**config.mk**
```make
export PLATFORM = sky130hd
export DESIGN_NAME = debug_ctrl
export DESIGN_NICKNAME = d
export VERILOG_FILES = /design/src/rtl/debug_ctrl.sv
export SDC_FILE = /design/constraint.sdc
export NUM_CORES = 1
export LEC_CHECK = 0
export CAP_MARGIN = 20
export CORE_ASPECT_RATIO = 2
export CORE_MARGIN = 2
export CORE_UTILIZATION = 53
export DETAILED_ROUTE_END_ITERATION = 16
export GPL_TIMING_DRIVEN = 0
export PLACE_DENSITY_LB_ADDON = 0.12
export REMOVE_ABC_BUFFERS = 1
export SLEW_MARGIN = 20
export SYNTH_ARGS = -nofsm -noshare
export SYNTH_HDL_FRONTEND = slang
export SYNTH_SLANG_ARGS = --single-unit
```
**constraint.sdc**
```tcl
create_clock -name clk -period 2.4 [get_ports clk]
set_input_delay 0.36 -clock clk [delete_from_list [all_inputs] [get_ports clk]]
set_output_delay 0.36 -clock clk [all_outputs]
set_load 0.1 [all_outputs]
```
**src/rtl/debug_ctrl.sv**
```systemverilog
// Run-control unit: gates the clock enable and reset of a debugged DUT under RUN/HALT/STEP/DUT_RESET commands.
// Build with DEBUG_CTRL_BREAKPOINT_EN defined so that bp_hit can stop RUN or STEP.
module debug_ctrl #(
  parameter int STEP_W     = 16,
  parameter int CNT_W      = 32,
  parameter int RST_CYCLES = 4
) (
  input  logic              clk,
  input  logic              reset,
  input  logic              cmd_valid,
  output logic              cmd_ready,
  input  logic [3:0]        cmd_op,
  input  logic [STEP_W-1:0] cmd_arg,
  input  logic              bp_hit,
  output logic              dut_clk_en,
  output logic              dut_rst,
  output logic              done,
  output logic [1:0]        status,
  output logic              running,
  output logic [CNT_W-1:0]  cycle_count
);

  typedef enum logic [1:0] {S_IDLE, S_RUN, S_STEP, S_DRST} state_t;

  localparam logic [3:0] OP_NOP  = 4'd0;
  localparam logic [3:0] OP_RUN  = 4'd1;
  localparam logic [3:0] OP_HALT = 4'd2;
  localparam logic [3:0] OP_STEP = 4'd3;
  localparam logic [3:0] OP_DRST = 4'd4;

  localparam logic [1:0] ST_OK  = 2'd0;
  localparam logic [1:0] ST_BP  = 2'd1;
  localparam logic [1:0] ST_ILL = 2'd2;

  localparam logic [7:0] RST_LAST = 8'(RST_CYCLES - 1);

  state_t            state;
  logic [STEP_W-1:0] step_rem;
  logic [7:0]        rst_rem;
  logic              accept;
  logic              bp_act;

  assign accept = cmd_valid && cmd_ready;

`ifdef DEBUG_CTRL_BREAKPOINT_EN
  assign bp_act = bp_hit;
`else
  assign bp_act = bp_hit & 1'b0;
`endif

  always_ff @(posedge clk) begin
    if (reset) begin
      state       <= S_IDLE;
      dut_clk_en  <= 1'b0;
      dut_rst     <= 1'b1;
      done        <= 1'b0;
      status      <= ST_OK;
      running     <= 1'b0;
      cycle_count <= '0;
      cmd_ready   <= 1'b0;
      step_rem    <= '0;
      rst_rem     <= '0;
    end else begin
      done <= 1'b0;
      if (dut_clk_en) cycle_count <= cycle_count + CNT_W'(1);
      case (state)
        S_IDLE: begin
          dut_rst   <= 1'b0;
          cmd_ready <= 1'b1;
          if (accept) begin
            cmd_ready <= 1'b0;
            done      <= 1'b1;
            status    <= ST_OK;
            case (cmd_op)
              OP_NOP, OP_HALT: ;
              OP_RUN: begin
                state      <= S_RUN;
                running    <= 1'b1;
                dut_clk_en <= 1'b1;
              end
              OP_STEP: begin
                // remaining count is pre-decremented; a zero argument acts as one step
                done       <= 1'b0;
                state      <= S_STEP;
                running    <= 1'b1;
                dut_clk_en <= 1'b1;
                step_rem   <= (cmd_arg == '0) ? '0 : cmd_arg - STEP_W'(1);
              end
              OP_DRST: begin
                done        <= 1'b0;
                state       <= S_DRST;
                dut_rst     <= 1'b1;
                rst_rem     <= RST_LAST;
                cycle_count <= '0;
              end
              default: status <= ST_ILL;
            endcase
          end
        end
        S_RUN: begin
          cmd_ready <= 1'b1;
          if (bp_act) begin
            state      <= S_IDLE;
            running    <= 1'b0;
            dut_clk_en <= 1'b0;
            done       <= 1'b1;
            status     <= ST_BP;
            cmd_ready  <= 1'b0;
          end else if (accept) begin
            cmd_ready <= 1'b0;
            done      <= 1'b1;
            status    <= ST_OK;
            case (cmd_op)
              OP_NOP, OP_RUN: ;
              OP_HALT: begin
                state      <= S_IDLE;
                running    <= 1'b0;
                dut_clk_en <= 1'b0;
              end
              default: status <= ST_ILL;
            endcase
          end
        end
        S_STEP: begin
          cmd_ready <= 1'b0;
          if (bp_act || step_rem == '0) begin
            state      <= S_IDLE;
            running    <= 1'b0;
            dut_clk_en <= 1'b0;
            done       <= 1'b1;
            status     <= bp_act ? ST_BP : ST_OK;
          end else begin
            step_rem <= step_rem - STEP_W'(1);
          end
        end
        S_DRST: begin
          cmd_ready <= 1'b0;
          if (rst_rem == '0) begin
            state   <= S_IDLE;
            dut_rst <= 1'b0;
            done    <= 1'b1;
            status  <= ST_OK;
          end else begin
            rst_rem <= rst_rem - 8'd1;
          end
        end
        default: state <= S_IDLE;
      endcase
    end
  end

endmodule
```
Word level (Yosys, flattened, before mapping)
Index checks and enable logic that the tools add are counted.

Add/subtract/negate cells: 4. Equal/unequal tests: 18. Muxes and demuxes: 43. Reductions and logical operators: 21.

Operators with widths (count): 32-bit 2-to-1 mux (4); 16-bit 2-to-1 mux (4); 32-bit by 1-bit adder with 32-bit output (second input constant) (1); 16-bit zero test (2); 16-bit case mux with 2 select lines (1); 16-bit by 1-bit subtractor with 16-bit output (second input constant) (2); 8-bit 2-to-1 mux (3); 2-bit 2-to-1 mux (9); 2-bit inequality test (second input constant) (8); 2-bit case mux with 4 select lines (2); 8-bit case mux with 2 select lines (1); 1-bit 2-to-1 mux (14); 4-bit AND reduction (3); 6-bit AND reduction (2); 4-bit by 2-bit == test with 1-bit output (second input constant) (2); 8-bit zero test (1); 2-bit OR reduction (4); 8-bit by 1-bit subtractor with 8-bit output (second input constant) (1); 2-bit case mux with 3 select lines (1); 5-bit OR reduction (1); 2-bit == test (second input constant) (2); 4-bit by 1-bit == test with 1-bit output (second input constant) (1); 4-bit by 3-bit == test with 1-bit output (second input constant) (1); 4-bit zero test (1); 12 further kinds (15).

Register bits after elaboration: 64. Bits of input ports: 24. Output and inout bits: 39. Logic and storage cells: 95.

Logic depth before layout (Yosys ltp)
Depth after elaboration: 5. Gate-level depth with buffers: 9.

Least setup slack after synthesis
Ideal clock, no wire load.

Path kind: register -> register. From: register cycle_count[0]. To: register cycle_count[28]. Data arrival time: 2639 ps. Required time: 2329 ps. Slack: -310 ps. Stages on the path, launching flop included: 7. Cells stage by stage: dfxtp_1 > ha_1 > nand2_1 > nor4_2 > nand4_1 > or3_1 > a21oi_1.

Word-level cells in the longest chain between the ends: 5.

RTL lines: start: declaration (RTL line 20) `output logic [CNT_W-1:0] cycle_count`; start signal: assignment (RTL line 65) `if (dut_clk_en) cycle_count <= cycle_count + CNT_W'(1);`; 32-bit by 1-bit adder with 32-bit output (*) (RTL line 65); 32-bit 2-to-1 mux (*) (RTL line 65); 32-bit 2-to-1 mux (RTL line 74) `case (cmd_op)`; 32-bit 2-to-1 mux (RTL line 70) `if (accept) begin`; 32-bit 2-to-1 mux (*) (RTL line 66) `case (state)`.

Mark *: on every way between the ends. The rest lies on a longest branch, timed or not. A chain may end at the register's enable or synchronous reset.

Worst setup path in the final report
From: register cycle_count[5]. To: output cycle_count[5].

No word-level cell between the ends.

==> qor.txt <==
status - complete, no violations
Synthesis Warnings - 0
number of cells on the worst hold path - 2
Max Root-Sink Buffers - 2
crit end category - primary output
post-DR wirelength/cell - 15.0 um
met3 usage - 0.0484
area delta synth->final - 29.1%
Die ar. - 7460 um2
initial antenna violation count - 0
post-DP HPWL - 6.65 mm
FF+latch area - 1260 um2
Mapped Cells - 448
largest net degree at the start of global routing - 33
worst reg2reg path endpoint - state[1]
Via Count - 3491
Worst Path Max Fanout - 6
Hold Path Sink - cycle_count[31]
crit-path cells - clkdlybuf4s50_1
met1 Track Usage GR - 0.237
endpoints failing hold - 0
synth unique cells - 61
Row Count - 42
Main synth FF type - dfxtp_1
leading area contributor after synthesis - dfxtp_1
RR Startpoint - step_rem[4]
io pins - 63
CP delay by family, top - buffers and inverters
vias in the first global route - 3424
routed vias/inst - 5.82
max cap viols - 0
worst skew pair latency - 0.33 ns
Total Routing Usage GR - 0.255
CP Launch Type - flip-flop
Placed Area - 4220 um2
# DRC - 0
Setup Skew - 0.00455 ns
Fmax - 0.435 GHz
Final nets - 543
Tmin final - 2.30 ns
met2 usage - 0.507
Inserted Clock Buffers - 9
Worst slew margin - 0.299
# fillers - 538
CTS root buffer - clkbuf_16
CP max stage delay - 1.17 ns
Antenna Cells - 0
Initial Utilization - 0.545
drt pass-1 iters - 4
total power - 2550 uW
Die Ht - 120 um
Slowest cell on crit path - clkdlybuf4s50_1
Yosys reg bits - 63
Total Routed Length - 8.98 mm
Mapped Area - 3580 um2
Yosys top cell area share - 0.352
Pleak - 0.00162 uW
most frequent cells in the layout - nor2_1, dfxtp_1, clkdlybuf4s50_1
final setup TNS - 0 ns
Min Hold Slack - 0.483 ns
IO buf count - 60
fraction of layout cells with a size suffix above 1 - 0.0977
reg2reg setup slack - 0.16 ns
crit path DAT - 1.94 ns
dpl ws - -0.849 ns
syn_area_per_cell - 7.99 um2
ys async rst share - 0
Min-Delay Path Class - flip-flop to flip-flop
R2R cell count - 6
CTS tree - done
CP Class - flip-flop to primary output
most common cell after layout, fill and taps aside - nor2_1
RSZ-0062 raised after global routing - false
VDD IR max - 0.479 mV
Final WS setup - 0.104 ns
Starting DRT DRC Count - 173
Pins Over Slew Limit - 0
busiest layer in global routing - met2
PD cells - 551 nW/um2
Worst Path Required - 2.04 ns
final worst-path cycle share - 0.957
main area contributors after synthesis - dfxtp_1, nor2_1, xor2_1, xnor2_1, ha_1
gpl congestion - 0.921
CTS sink count - 63
global-route wire length before repair - 15.4 mm
hold path startpoint - cycle_count[31]
final instance area - 4620 um2
Congestion Overflow GR - 0
setup violators final - 0
CP bufs+invs - 1
multi-input logic area - 2240 um2
area of the core - 6570 um2
clock transition at the registers of the reported paths - 0.05 ns
EDFF count, synth - 0
Post-DRT Antenna Nets - 0
Chip Width - 62.1 um
total number of H-tree levels - 3
Worst Tran Pin Value - 1.05 ns
sequential share of the synthesized area - 0.352
==> logic make-up after synthesis <==
logic type / share of synthesized area
mux: 0.00874
buf+inv: 0.0420
other cells: 0.00105
simple gates: 0.282
fa+ha+maj: 0.0420
xor+xnor: 0.105
flops: 0.352
compound gates: 0.166
==> synthesized netlist by cell type, types with 4 or more instances <==
cell and instances:
nor2_1 72, dfxtp_1 63, nand2_1 29, a21oi_1 25, o21ai_0 23, xor2_1 23
inv_1 20, xnor2_1 20, nand3_1 18, nand4_1 17, nor3_1 14, ha_1 12
o22ai_1 10, clkbuf_1 9, or3_1 8, nor4_1 7, and3_1 5, o32a_1 5
a211oi_1 4, nand2b_1 4, nor2b_1 4
==> power by group <==
part | switching, uW | internal (uW)
logic | 175 | 102
clock network | 449 | 751
registers | 11.3 | 1060
==> repair_timing <==
item | CTS | global route
endpoints found under the setup margin | 21 | 17
hold buffers | 0 | 0
buffers inserted | 1 | 3
gates resized for setup | 10 | 9
pin swaps | 1 | 0
==> cell type report <==
type / instances / area share
multi-input combinational: 348 / 0.486
clock buffer: 13 / 0.0564
sequential: 63 / 0.273
tap: 88 / 0.0238
clock inverter: 3 / 0.00379
inverter: 21 / 0.0176
timing repair buffer: 64 / 0.140
==> sequential cells by signal, indices dropped and copies added, names as in the netlist <==
register / count
cycle_count: 32
step_rem: 16
rst_rem: 8
state: 2
cmd_ready: 1
done: 1
dut_rst: 1
running: 1
status: 1
==> metal layers <==
metal	routed length [um]	vias to the layer above
met5	0	-
met4	229	0
met3	313	22
met2	5350	96
met1	3080	1661
li1	-	1712
==> tightest hold or removal path, delay by kind of cell, from the launching register on <==
kind / cells / cell delay (ns)
compound gates: 2 / 0.13
flops: 1 / 0.31
==> worst max path at each step <==
| stage | endpoint | start | depth (start not counted) |
|---|---|---|---|
| final | cycle_count[5] | cycle_count[5] | 1 |
| after global routing | cycle_count[31] | cycle_count[5] | 5 |
| after CTS | step_rem[14] | state[0] | 7 |
| after detailed placement | step_rem[10] | cmd_arg[0] | 9 |
| after global placement | step_rem[10] | cmd_arg[0] | 9 |
| after floorplan | cycle_count[26] | running | 5 |
==> through the flow <==
step | instances | utilization
after floorplan | 432 | -
after global placement | 580 | 0.642
after detailed placement | 580 | 0.642
after CTS | 597 | 0.694
after global routing | 600 | 0.703
final | 600 | 0.703
Power figures use the tool's default switching activity.
